**src/rtl/ft2232_bus_scheduler.sv**
```systemverilog
// FT2232 synchronous-FIFO bus scheduler: two TX sources and one RX sink share one half-duplex bus.
// Optional macro FT_SCHED_RR_EN selects a round-robin TX grant; without it source 0 wins ties.
module ft2232_bus_scheduler #(
  parameter int unsigned MAX_BURST = 64
) (
  input  logic       fifo_clk_i,
  input  logic       reset_n_i,
  input  logic       fifo_txe_n_i,
  input  logic       fifo_rxf_n_i,
  input  logic [7:0] fifo_data_i,
  output logic [7:0] fifo_data_o,
  output logic       fifo_data_oe_o,
  output logic       fifo_oe_n_o,
  output logic       fifo_rd_n_o,
  output logic       fifo_wr_n_o,
  input  logic [7:0] tx0_data_i,
  input  logic       tx0_valid_i,
  output logic       tx0_ready_o,
  input  logic [7:0] tx1_data_i,
  input  logic       tx1_valid_i,
  output logic       tx1_ready_o,
  output logic [7:0] rx_data_o,
  output logic       rx_valid_o,
  input  logic       rx_afull_i,
  output logic       busy_o
);

  // state     | meaning
  // S_IDLE    | bus parked (oe_n high, not driven), arbitrating
  // S_WR      | write burst from the latched source, FPGA drives the bus
  // S_RD_TA   | oe_n low, bus turnaround before the first rd_n
  // S_RD      | read burst, one byte per cycle while rd_n and rxf_n are low
  // S_RD_EXIT | rd_n high, oe_n released on the next edge
  typedef enum logic [2:0] {S_IDLE, S_WR, S_RD_TA, S_RD, S_RD_EXIT} state_t;

  localparam logic [7:0] MAX_B  = 8'(MAX_BURST);
  localparam logic [7:0] MAX_M1 = 8'(MAX_BURST - 1);

  state_t     state_q, state_d;
  logic       oe_n_q, oe_n_d;
  logic       rd_n_q, rd_n_d;
  logic       wr_n_q, wr_n_d;
  logic       data_oe_q, data_oe_d;
  logic [7:0] data_q, data_d;
  logic [7:0] cnt_q, cnt_d;
  logic       grant_q, grant_d;
  logic       rd_pref_q, rd_pref_d;

  logic       wr_ok, rd_ok, grant_sel, src_valid, accept, rx_fire;
  logic [7:0] src_data;

`ifdef FT_SCHED_RR_EN
  logic       last_grant_q, last_grant_d;
`endif

  assign wr_ok     = (tx0_valid_i | tx1_valid_i) & ~fifo_txe_n_i;
  assign rd_ok     = ~fifo_rxf_n_i & ~rx_afull_i;
  assign src_valid = grant_q ? tx1_valid_i : tx0_valid_i;
  assign src_data  = grant_q ? tx1_data_i : tx0_data_i;
  assign accept    = (state_q == S_WR) & src_valid & ~fifo_txe_n_i & (cnt_q < MAX_B);
  assign rx_fire   = (state_q == S_RD) & ~rd_n_q & ~fifo_rxf_n_i;

`ifdef FT_SCHED_RR_EN
  // On a tie the source granted last time yields.
  assign grant_sel = (tx0_valid_i & tx1_valid_i) ? ~last_grant_q : ~tx0_valid_i;
`else
  assign grant_sel = ~tx0_valid_i;
`endif

  assign tx0_ready_o    = accept & ~grant_q;
  assign tx1_ready_o    = accept & grant_q;
  assign rx_valid_o     = rx_fire;
  assign rx_data_o      = fifo_data_i;
  assign fifo_data_o    = data_q;
  assign fifo_data_oe_o = data_oe_q;
  assign fifo_oe_n_o    = oe_n_q;
  assign fifo_rd_n_o    = rd_n_q;
  assign fifo_wr_n_o    = wr_n_q;
  assign busy_o         = (state_q != S_IDLE);

  always_comb begin
    state_d   = state_q;
    oe_n_d    = oe_n_q;
    rd_n_d    = rd_n_q;
    wr_n_d    = 1'b1;
    data_oe_d = data_oe_q;
    data_d    = data_q;
    cnt_d     = cnt_q;
    grant_d   = grant_q;
    rd_pref_d = rd_pref_q;
`ifdef FT_SCHED_RR_EN
    last_grant_d = last_grant_q;
`endif
    case (state_q)
      S_IDLE: begin
        // A read owed after a write burst takes precedence over new TX traffic.
        if (rd_ok && (rd_pref_q || !wr_ok)) begin
          state_d   = S_RD_TA;
          oe_n_d    = 1'b0;
          rd_pref_d = 1'b0;
        end else if (wr_ok) begin
          state_d   = S_WR;
          data_oe_d = 1'b1;
          grant_d   = grant_sel;
          cnt_d     = 8'd0;
`ifdef FT_SCHED_RR_EN
          last_grant_d = grant_sel;
`endif
        end
      end
      S_WR: begin
        if (accept) begin
          wr_n_d = 1'b0;
          data_d = src_data;
          cnt_d  = cnt_q + 8'd1;
        end else begin
          state_d   = S_IDLE;
          data_oe_d = 1'b0;
          rd_pref_d = rd_ok;
        end
      end
      S_RD_TA: begin
        state_d = S_RD;
        rd_n_d  = 1'b0;
        cnt_d   = 8'd0;
      end
      S_RD: begin
        if (rx_fire) cnt_d = cnt_q + 8'd1;
        if (fifo_rxf_n_i || rx_afull_i || (rx_fire && cnt_q == MAX_M1)) begin
          state_d = S_RD_EXIT;
          rd_n_d  = 1'b1;
        end
      end
      S_RD_EXIT: begin
        state_d = S_IDLE;
        oe_n_d  = 1'b1;
      end
      default: begin
        state_d   = S_IDLE;
        oe_n_d    = 1'b1;
        rd_n_d    = 1'b1;
        data_oe_d = 1'b0;
      end
    endcase
  end

  always_ff @(posedge fifo_clk_i or negedge reset_n_i) begin
    if (!reset_n_i) begin
      state_q   <= S_IDLE;
      oe_n_q    <= 1'b1;
      rd_n_q    <= 1'b1;
      wr_n_q    <= 1'b1;
      data_oe_q <= 1'b0;
      data_q    <= 8'd0;
      cnt_q     <= 8'd0;
      grant_q   <= 1'b0;
      rd_pref_q <= 1'b0;
    end else begin
      state_q   <= state_d;
      oe_n_q    <= oe_n_d;
      rd_n_q    <= rd_n_d;
      wr_n_q    <= wr_n_d;
      data_oe_q <= data_oe_d;
      data_q    <= data_d;
      cnt_q     <= cnt_d;
      grant_q   <= grant_d;
      rd_pref_q <= rd_pref_d;
    end
  end

`ifdef FT_SCHED_RR_EN
  // Reset value makes source 0 win the first tie.
  always_ff @(posedge fifo_clk_i or negedge reset_n_i) begin
    if (!reset_n_i) last_grant_q <= 1'b1;
    else            last_grant_q <= last_grant_d;
  end
`endif

endmodule

```
**config.mk**
```make
export PLATFORM = sky130hd
export DESIGN_NAME = ft2232_bus_scheduler
export DESIGN_NICKNAME = d
export VERILOG_FILES = /design/src/rtl/ft2232_bus_scheduler.sv
export SDC_FILE = /design/constraint.sdc
export NUM_CORES = 1
export LEC_CHECK = 0
export CAP_MARGIN = 10
export CORE_ASPECT_RATIO = 0.7
export CORE_MARGIN = 10
export CORE_UTILIZATION = 42
export DETAILED_ROUTE_END_ITERATION = 12
export PLACE_DENSITY = 0.77
export SYNTH_ARGS = -nofsm -noshare
export SYNTH_HDL_FRONTEND = slang
export SYNTH_SLANG_ARGS = --single-unit
```
**constraint.sdc**
```tcl
create_clock -name fifo_clk_i -period 5.8 [get_ports fifo_clk_i]
set_clock_uncertainty 0.1 [all_clocks]
set_input_delay 0.87 -clock fifo_clk_i [delete_from_list [all_inputs] [get_ports fifo_clk_i]]
set_output_delay 0.87 -clock fifo_clk_i [all_outputs]
set_load 0.1 [all_outputs]
```
==> flow_summary.yaml <==
synth:
  synth_cell_types: 41
  synth-async-reset-ratio: 1.000
  synth-main-ff-cell: "dfrtp_1"
  postSynthAreaPerCell_um2: 9.674
  synth_edf_count: 0
  yosysWarnings: 0
  synthCells: 149
  synth_area_um2: 1441
  ys_ff_latch: 25
  ys_seq_area_frac: 0.4366
  synth_nets: 181
finish:
  insertedDiodeCount: 0
  drive_gt1_frac: 0.09551
  fill_cells: 289
  fin_nets: 211
  post-route-util: 0.5789
  syn_to_final_growth_pct: 28.99
worst_setup_path:
  critPathLaunchType: "input port"
  critPathMaxFanout: 18
  cp.arrival_ps: 3000
  crit_family: "simple AND/OR/NAND/NOR gates"
  worstSetupPathType: "input port to output pin"
  slowest_delay_ps: 740
  cp_cell_sequence: "clkdlybuf4s50_1 -> or3_1 -> nor4_4 -> inv_2 -> nor2_1 -> buf_4"
  cp_slowest_cell: "nor4_4"
  critPathCaptureType: "output pin"
  crit_buf_inv: 3
  worstPathRequired_ps: 4830
drt:
  drt_iter0_markers: 92
  drc: 0
  ant_nets: 0
  first_pass_iters: 4
  drt_wl_total_um: 3682
  viasPerCell: 5.627
  vias: 1266
  wl_per_cell_um: 16.36
timing:
  fin_crit_sh: 0.6848
  tns_ps: 0
  worstMarginPinSlew_ps: 995.4
  report.final.hold_viol_count: 0
  timing.fmax_mhz: 251.8
  rsz0062_at_grt: "no"
  min_period_ps: 3972
  setup_viol: 0
  finalMaxSlewViolations: 0
  worst_slew_margin_rel: 0.3344
clocking:
  cts-root-buf: "clkbuf_8"
  cts.htree.levels: 1
  path_clk_slew_ps: 80
  ctsLongestPathBuffers: 2
  ctsResizeCount: 0
  post_cts_buffers: 0
  numClockSinks: 25
  cts_buffers: 3
  cts_tree: "done"
  cts_hold_buf: 0
  clk_latency_ps: 270
power:
  p_int_mw: 0.5268
  switchingPower_mw: 0.6855
  swShare: 0.5654
  p_leak_nw: 0.7634
  peakVddDrop_mv: 0.3440
  combPwrFrac: 0.622
  powerDensity_nw_per_um2: 652.0
  seq_power_share: 0.292
  totalPowerFinal_mw: 1.212
  clkPwrFrac: 0.086
global_routing:
  grt_pass1_wl_um: 6085
  grt_max_degree: 26
  antenna_found_initial: 0
  grt_pass1_vias: 1171
  overflow: 0
  gr-usage-all-layers: 0.1161
floorplan:
  rows: 17
  ioPinCount: 55
  dieWidth_um: 90.02
  start_util: 0.4488
  die_h_um: 69.02
  die_area_um2: 6213
  core_um2: 3212
placed_design:
  gp_congestion: 0.8620
  numPortBuffers: 38
  hpwl_um: 2800
min_path:
  hp-class: "flip-flop to flip-flop"
job:
  max_cap_viol_count: 0
run_status:
  outcome: "complete, no violations"
-- power by group through the flow --
| stage | Clock, mW | Combinational, mW | Sequential (mW) |
|---|---|---|---|
| 2_1_floorplan | 0 | 0.361 | 0.596 |
| 3_3_place_gp | 0 | 0.746 | 0.350 |
| 3_5_place_dp | 0 | 0.754 | 0.354 |
| 4_1_cts | 0.107 | 0.756 | 0.351 |
| 5_1_grt | 0.117 | 0.792 | 0.366 |
| 6_report | 0.104 | 0.755 | 0.354 |
-- metrics by stage --
stage | setup WS [ps] | hold WS, ps | cell area, um2 | instances
2_1_floorplan | 1653 | 402.3 | 1441 | 149
3_3_place_gp | 1934 | 374.4 | 1785 | 220
3_5_place_dp | 1849 | 379.4 | 1785 | 220
4_1_cts | 1843 | 399.2 | 1832 | 224
5_1_grt | 1719 | 423.8 | 1859 | 225
6_report | 1828 | 394.1 | 1859 | 225
-- layer usage --
metal  track usage  share of wire
met5             0              0
met1        0.1520           0.42
met3       0.03017          0.072
met2        0.1752           0.49
met4       0.05052          0.019
-- cells by family (layout without fill, tap and decap cells) --
kind of cell / after synthesis / count (layout) / synth area share
simple gates: 53 / 53 / 0.1901
compound gates: 40 / 40 / 0.2075
flops: 25 / 25 / 0.4366
buf+inv: 18 / 47 / 0.07290
mux: 12 / 12 / 0.08420
fa+ha+maj: 1 / 1 / 0.008679
-- worst reg2reg max path: stages, from the launching register on --
cell and delay (ps):
dfrtp_1 700, mux2i_1 500, nor2_1 230, o221ai_2 460
mux2_2 380
-- flip-flops by register name, indices dropped and copies added, names as in the netlist --
signal and cells:
rd_pref_q 1, fifo_data_o 8, fifo_rd_n_o 1, cnt_q 8, fifo_wr_n_o 1, fifo_data_oe_o 1
grant_q 1, state_q 3, fifo_oe_n_o 1
-- placed cells by master, fill, tap and decap left out, types with 2 or more instances in the layout --
master           netlist  layout
dfstp_2                3       3
nor4_1                 2       2
nand3_1                3       3
nand2_1               23      23
buf_4                  9       2
nor2_1                 8       8
o21bai_1               2       2
a21oi_1                4       4
o21a_1                 9       9
nor3_1                 6       6
mux2i_1               11      11
o21ai_0                8       8
inv_1                  3       3
nor3b_1                2       2
clkbuf_8               0       3
o22a_1                 6       6
a21o_1                 2       2
dfrtp_1               22      22
clkdlybuf4s50_1        0      36
-- cells in the mapped netlist, drive strengths merged (2+ instances only) --
library cell / n / share of area
nor3: 6 / 0.021
nor2: 8 / 0.021
buf: 13 / 0.060
o21a: 9 / 0.047
nand3: 3 / 0.010
a21o: 2 / 0.010
o21ai: 8 / 0.028
o22a: 6 / 0.036
o21bai: 2 / 0.010
o221ai: 2 / 0.016
nor3b: 2 / 0.010
a211oi: 2 / 0.014
dfstp: 3 / 0.055
dfrtp: 22 / 0.38
a21oi: 4 / 0.014
inv: 4 / 0.010
or3: 2 / 0.012
nor4: 3 / 0.023
nand2: 23 / 0.060
mux2i: 11 / 0.076
-- layout make-up --
cell class                 count  area [um2]  area share
sequential                    25       629.4      0.3385
clock buffer                   3       41.29     0.02221
tap                           47       58.81     0.03163
inverter                       4       15.01    0.008075
multi-input combinational    106       706.9      0.3802
clock inverter                 1       5.005    0.002692
timing repair buffer          39       402.9      0.2167
-- worst paths after layout --
path	startpoint	endpoint	slack, ps	depth (start not counted)
hold reg to reg	fifo_data_o[5]$_DFFE_PN0P_	fifo_data_o[5]$_DFFE_PN0P_	390	1
setup reg to reg	grant_q$_DFFE_PN0P_	cnt_q[1]$_DFFE_PN0P_	3320	4
hold / removal	fifo_data_o[5]$_DFFE_PN0P_	fifo_data_o[5]$_DFFE_PN0P_	390	1
setup / recovery	fifo_txe_n_i	tx0_ready_o	1830	6
min in group asynchronous	reset_n_i	fifo_data_o[3]$_DFFE_PN0P_	860	1
max in group asynchronous	reset_n_i	fifo_wr_n_o$_DFF_PN1_	4210	2
Note: power is estimated with default switching activity, not from simulation.
